`config.mk`:
```
export PLATFORM = sky130hd
export DESIGN_NAME = cla_adder
export DESIGN_NICKNAME = d
export VERILOG_FILES = /design/src/rtl/cla_adder.sv
export SDC_FILE = /design/constraint.sdc
export NUM_CORES = 1
export LEC_CHECK = 0
export BUFFER_PORTS_ARGS = -buffer_cell sky130_fd_sc_hd__buf_2
export CAP_MARGIN = 5
export CORE_AREA = 3 3 40 42
export CTS_BUF_LIST = sky130_fd_sc_hd__clkbuf_16
export DETAILED_ROUTE_END_ITERATION = 8
export DIE_AREA = 0 0 43 45
export PLACE_DENSITY_LB_ADDON = 0.08
export SETUP_SLACK_MARGIN = 0.15
export SYNTH_ARGS = -nofsm -noshare
export SYNTH_HDL_FRONTEND = slang
export SYNTH_SLANG_ARGS = --single-unit
```
`constraint.sdc`:
```
create_clock -name clk -period 3.16 [get_ports clk]
set_input_delay 0.79 -clock clk [delete_from_list [all_inputs] [get_ports clk]]
set_output_delay 0.79 -clock clk [all_outputs]
set_load 0.02 [all_outputs]
```
`src/rtl/cla_adder.sv`:
```
// Registered carry-lookahead adder: 4-bit lookahead groups, a second lookahead
// level over groups, and a third level over 16-bit sections for widths above 16.
module cla_adder #(
    parameter int WIDTH = 4
) (
    input  logic             clk,
    input  logic             rst,
    input  logic [WIDTH-1:0] a,
    input  logic [WIDTH-1:0] b,
    input  logic             cin,
    input  logic             in_valid,
    output logic [WIDTH-1:0] sum,
    output logic             cout,
    output logic             ovf,
    output logic             out_valid
);

    localparam int NG = WIDTH / 4;

    // Carry n positions above c0 as a flat sum of products:
    // OR over j of (g[j] & p[j+1..n-1]), plus (p[0..n-1] & c0).
    function automatic logic la_carry(input logic [3:0] g4, input logic [3:0] p4,
                                      input logic c0, input int n);
        logic r;
        logic t;
        r = 1'b0;
        for (int j = 0; j < n; j++) begin
            t = g4[j];
            for (int m = j + 1; m < n; m++) t = t & p4[m];
            r = r | t;
        end
        t = c0;
        for (int m = 0; m < n; m++) t = t & p4[m];
        return r | t;
    endfunction

    logic [WIDTH-1:0] g;
    logic [WIDTH-1:0] p;
    logic [WIDTH:0]   c;
    logic [NG:0]      gc;

    assign g     = a & b;
    assign p     = a ^ b;
    assign gc[0] = cin;

    // Bit carries inside each group come only from that group's carry-in.
    for (genvar k = 0; k < NG; k++) begin : grp
        assign c[4*k] = gc[k];
        for (genvar i = 1; i < 4; i++) begin : bitc
            assign c[4*k+i] = la_carry(g[4*k +: 4], p[4*k +: 4], gc[k], i);
        end
    end
    assign c[WIDTH] = gc[NG];

    if (NG == 1) begin : lvl1
        assign gc[1] = la_carry(g[3:0], p[3:0], cin, 4);
    end else if (NG <= 4) begin : lvl2
        logic [3:0] ggp;
        logic [3:0] gpp;
        for (genvar k = 0; k < 4; k++) begin : pad
            if (k < NG) begin : used
                assign ggp[k] = la_carry(g[4*k +: 4], p[4*k +: 4], 1'b0, 4);
                assign gpp[k] = &p[4*k +: 4];
            end else begin : unused
                assign ggp[k] = 1'b0;
                assign gpp[k] = 1'b0;
            end
        end
        for (genvar k = 1; k <= NG; k++) begin : gcar
            assign gc[k] = la_carry(ggp, gpp, cin, k);
        end
    end else begin : lvl3
        localparam int NS = NG / 4;
        logic [NG-1:0] gg1;
        logic [NG-1:0] gp1;
        logic [3:0]    gg2;
        logic [3:0]    gp2;
        logic [NS:0]   sc;

        for (genvar k = 0; k < NG; k++) begin : g1
            assign gg1[k] = la_carry(g[4*k +: 4], p[4*k +: 4], 1'b0, 4);
            assign gp1[k] = &p[4*k +: 4];
        end
        for (genvar j = 0; j < 4; j++) begin : g2
            if (j < NS) begin : used
                assign gg2[j] = la_carry(gg1[4*j +: 4], gp1[4*j +: 4], 1'b0, 4);
                assign gp2[j] = &gp1[4*j +: 4];
            end else begin : unused
                assign gg2[j] = 1'b0;
                assign gp2[j] = 1'b0;
            end
        end

        assign sc[0] = cin;
        for (genvar j = 1; j <= NS; j++) begin : scar
            assign sc[j]    = la_carry(gg2, gp2, cin, j);
            assign gc[4*j]  = sc[j];
        end
        for (genvar j = 0; j < NS; j++) begin : sect
            for (genvar i = 1; i < 4; i++) begin : gcar
                assign gc[4*j+i] = la_carry(gg1[4*j +: 4], gp1[4*j +: 4], sc[j], i);
            end
        end
    end

    // Results load only on valid input; out_valid is a one-cycle pulse per result.
    always_ff @(posedge clk) begin
        if (rst) begin
            sum       <= '0;
            cout      <= 1'b0;
            ovf       <= 1'b0;
            out_valid <= 1'b0;
        end else begin
            out_valid <= in_valid;
            if (in_valid) begin
                sum  <= p ^ c[WIDTH-1:0];
                cout <= c[WIDTH];
                ovf  <= c[WIDTH-1] ^ c[WIDTH];
            end
        end
    end

endmodule

```
# --- Word level (Yosys, flattened, before mapping) ---
# Cells that the tools add are included.
classes:
  bitwise: 24
op_table:
  columns: ["op", "count"]
  rows:
  - ["$and 1x1->1", 10]
  - ["$or 1x1->1", 10]
  - ["$xor 4x4->4", 2]
  - ["$and 4x4->4", 1]
  - ["$xor 1x1->1", 1]
word_totals:
  reg_bits: 7
  word_cells: 28

# --- Logic depth before layout (Yosys ltp) ---
logic_depth:
  word_depth: 9
  mapped_depth: 5

# --- Worst setup path after synthesis ---
# Ideal clock, no wire load.
synth_path:
  path_type: "input to register"
  start: "input a[0]"
  end: "register sum[3]"
  setup_time_ps: 95
  t_arrival_ps: 2046
  required_ps: 3065
  slack_ps: 1019
  path_stages: 5
  cell_sequence: "ha_1 ha_1 o211a_1 or4_1 o311ai_1"
synth_between:
  elab_chain_len: 7
  elab_cells_between_ends: 11
  cone_classes: "bitwise (11)"
synth_rtl:
  columns: ["item", "line", "source"]
  rows:
  - ["from (decl)", "8", "input logic [WIDTH-1:0] a,"]
  - ["$and 4x4->4", "42", "assign g = a & b;"]
  - ["$and 1x1->1 (2 in series)", "29", "for (int m = j + 1; m < n; m++) t = t & p4[m];"]
  - ["$or 1x1->1 (2 in series)", "30", "r = r | t;"]
  - ["$or 1x1->1 (*)", "34", "return r | t;"]
  - ["$xor 4x4->4 (*)", "116", "sum <= p ^ c[WIDTH-1:0];"]
  - ["to (signal assigned)", "116", null]
  - ["to (decl)", "12", "output logic [WIDTH-1:0] sum,"]
# Mark *: on every way between the ends. The rest lies on a longest branch, timed or not.
# A chain may end at the register's enable or synchronous reset.

# --- Worst setup path in the final report ---
# Ends and elaborated chain as after synthesis.

==> flow_summary.json <==
{
  "yosys.area_share.simple_pct": 18.5,
  "worst_hold_slack_ns": 0.476,
  "rsz0062_at_grt": "false",
  "grt_start_max_net_pins": 16,
  "cts_buffers": 3,
  "final_layout_size_suffix_gt1_share_pct": 36.5,
  "finalCritPeriodShare_pct": 66.2,
  "status": "finished, final reports clean",
  "synth_nets": 61,
  "synth_fa_ha_area_share_pct": 19.4,
  "hold_viol": 0,
  "antenna_found_initial": 0,
  "ir_drop_mv": 0.251,
  "cp-end-kind": "flip-flop",
  "clock_latency_ns": 0.23,
  "grt_overflow_total": 0,
  "clkTransAtPathRegs_ns": 0.04,
  "cp-start-kind": "input pin",
  "async_flop_share_pct": 0,
  "required_ns": 3.29,
  "maxCapViolCount": 0,
  "grt_pass1_vias": 342,
  "synth_top_family_by_area": "compound AO/OA/AOI/OAI gates",
  "path_class": "in -> reg",
  "syn_inst": 43,
  "synth_xor_area_share_pct": 2.06,
  "post_cts_buffers": 0,
  "fillerInstances": 129,
  "drcViolationCount": 0,
  "cellPowerDensity_mw_per_mm2": 620,
  "max_freq_ghz": 0.478,
  "portBuffers": 18,
  "synth-edff-count": 0,
  "ctsHoldBuffers": 0,
  "fp.dieH_um": 45,
  "fin_skew_ns": 0,
  "cts.repair.resized": 0,
  "clk_path_buf_depth": 2,
  "synth.mux.area_fraction_pct": 2.35,
  "syn-cell-area_um2": 425,
  "clock_sinks": 7,
  "tns_ns": 0,
  "slew_viol_final": 0,
  "std_cell_rows": 13,
  "area_delta_synth_final_pct": 41.2,
  "die_w_um": 43,
  "final-setup-viol-count": 0,
  "placed_cells": 74,
  "fin_area_um2": 601,
  "finalNonFillerCells": 78,
  "final_nets": 82,
  "coreArea_mm2": 0.00128,
  "worst_pin_slew_ns": 0.274,
  "drtPass1Iterations": 4,
  "ys_dominant_reg_cell": "dfxtp_1",
  "fin_crit_ns": 2.09,
  "ant_nets": 0,
  "via_count": 394,
  "die_area_mm2": 0.00194,
  "critPathMaxFanout": 5,
  "yosysSeqAreaShare_pct": 32.9,
  "htree_num_levels": 1,
  "worstHoldPathType": "reg -> reg",
  "yosys.cell_types.count": 26,
  "p_leak_nw": 0.294,
  "grt_pass1_wl_um": 1410,
  "synth_compound_area_share_pct": 20.0,
  "avgSynthCellArea_um2": 9.89,
  "finalWeightedCongestion": 0.630,
  "antennaDiodeCount": 0,
  "grt_usage_pct": 9.83,
  "drt-initial-drc-count": 10,
  "ys_ff_latch": 7,
  "root_buffer": "clkbuf_16",
  "viasPerCell": 5.05,
  "cts_tree": "yes",
  "dpl_worst_slack_ns": 0.824,
  "yosys_warnings": 0,
  "wire_per_inst_um": 10.4,
  "crit_arrival_ns": 2.23,
  "wirelength_um": 808,
  "start_util_pct": 33.1,
  "ios": 19,
  "slew_headroom_pct": 81.5,
  "fin_ws_ns": 1.07,
  "placed_area_um2": 522
}
## worst max-delay path: stages
cell	delay [ns]
buf_2	0.12
ha_1	0.29
ha_1	0.19
o211a_1	0.26
or4_1	0.51
o311ai_1	0.08
## layer usage
layer	global-route usage (%)	part of all wire (%)	vias up
met5	0	0	-
met4	5.42	0	0
met3	4.38	9.3	0
met2	13.8	43	14
met1	12.5	48	175
li1	-	-	205
## registers in the layout (all words and copies together) (netlist names)
register / flops
sum: 4
cout: 1
out_valid: 1
ovf: 1
## cell usage after synthesis (2+ instances only)
master   instances  area share [%]
nor2_1           4             3.5
ha_1             5              15
nor3b_1          2             3.5
dfxtp_1          7              33
inv_1            2             1.8
o21ai_0          3             3.5
## layout by cell type (no fill, tap or decap)
master / instances
buf_2: 18
o211a_1: 1
nand2_1: 1
o21ai_0: 3
nand3b_1: 1
nor3b_1: 2
o21a_1: 1
inv_1: 3
or4_1: 1
or3b_2: 1
dfxtp_1: 7
xnor2_1: 1
nor2_1: 4
o311ai_1: 1
ha_1: 5
mux2i_1: 1
a211oi_1: 1
a311oi_1: 1
o311ai_0: 1
nor4b_1: 1
a21o_1: 1
nor2b_1: 1
fa_1: 1
nor4_1: 1
clkbuf_16: 3
o221a_2: 1
## kinds of logic (layout without fill, tap and decap cells)
family,after synthesis,after routing
DFF,7,7
AOI/OAI and AO/OA,11,11
buffers and inverters,4,24
adders and majority gates,6,6
muxes,1,1
and+or+nand+nor,13,13
xor gates and xnor gates,1,1
## worst paths after layout
| path | startpoint | end | cells after the start | slack [ns] |
|---|---|---|---|---|
| min | ovf | ovf | 2 | 0.48 |
| max reg2reg | sum[2] | sum[2] | 2 | 2.21 |
| min reg2reg | ovf | ovf | 2 | 0.48 |
| max | a[0] | sum[3] | 6 | 1.07 |
## power breakdown
part | total (mW) | switching (mW) | internal, mW
logic | 0.0625 | 0.0348 | 0.0277
clock network | 0.210 | 0.0455 | 0.164
registers | 0.100 | 0.00315 | 0.0969
## stage by stage
step                      total power [mW]  util (%)
after floorplan                      0.144         -
after detailed placement             0.165      40.6
final                                0.372      46.7
after CTS                            0.376      46.7
after global placement               0.165      40.6
after global routing                 0.391      46.7
## layout make-up
| type | instances | area (µm²) | area share [%] |
|---|---|---|---|
| Inverter | 2 | 7.51 | 1.25 |
| Clock buffer | 3 | 75.1 | 12.5 |
| Multi-Input combinational cell | 32 | 265 | 44.2 |
| Tap cell | 15 | 18.8 | 3.13 |
| Clock inverter | 1 | 3.75 | 0.625 |
| Sequential cell | 7 | 140 | 23.3 |
| Timing Repair Buffer | 18 | 90.1 | 15.0 |
(Power assumes the default switching activity.)
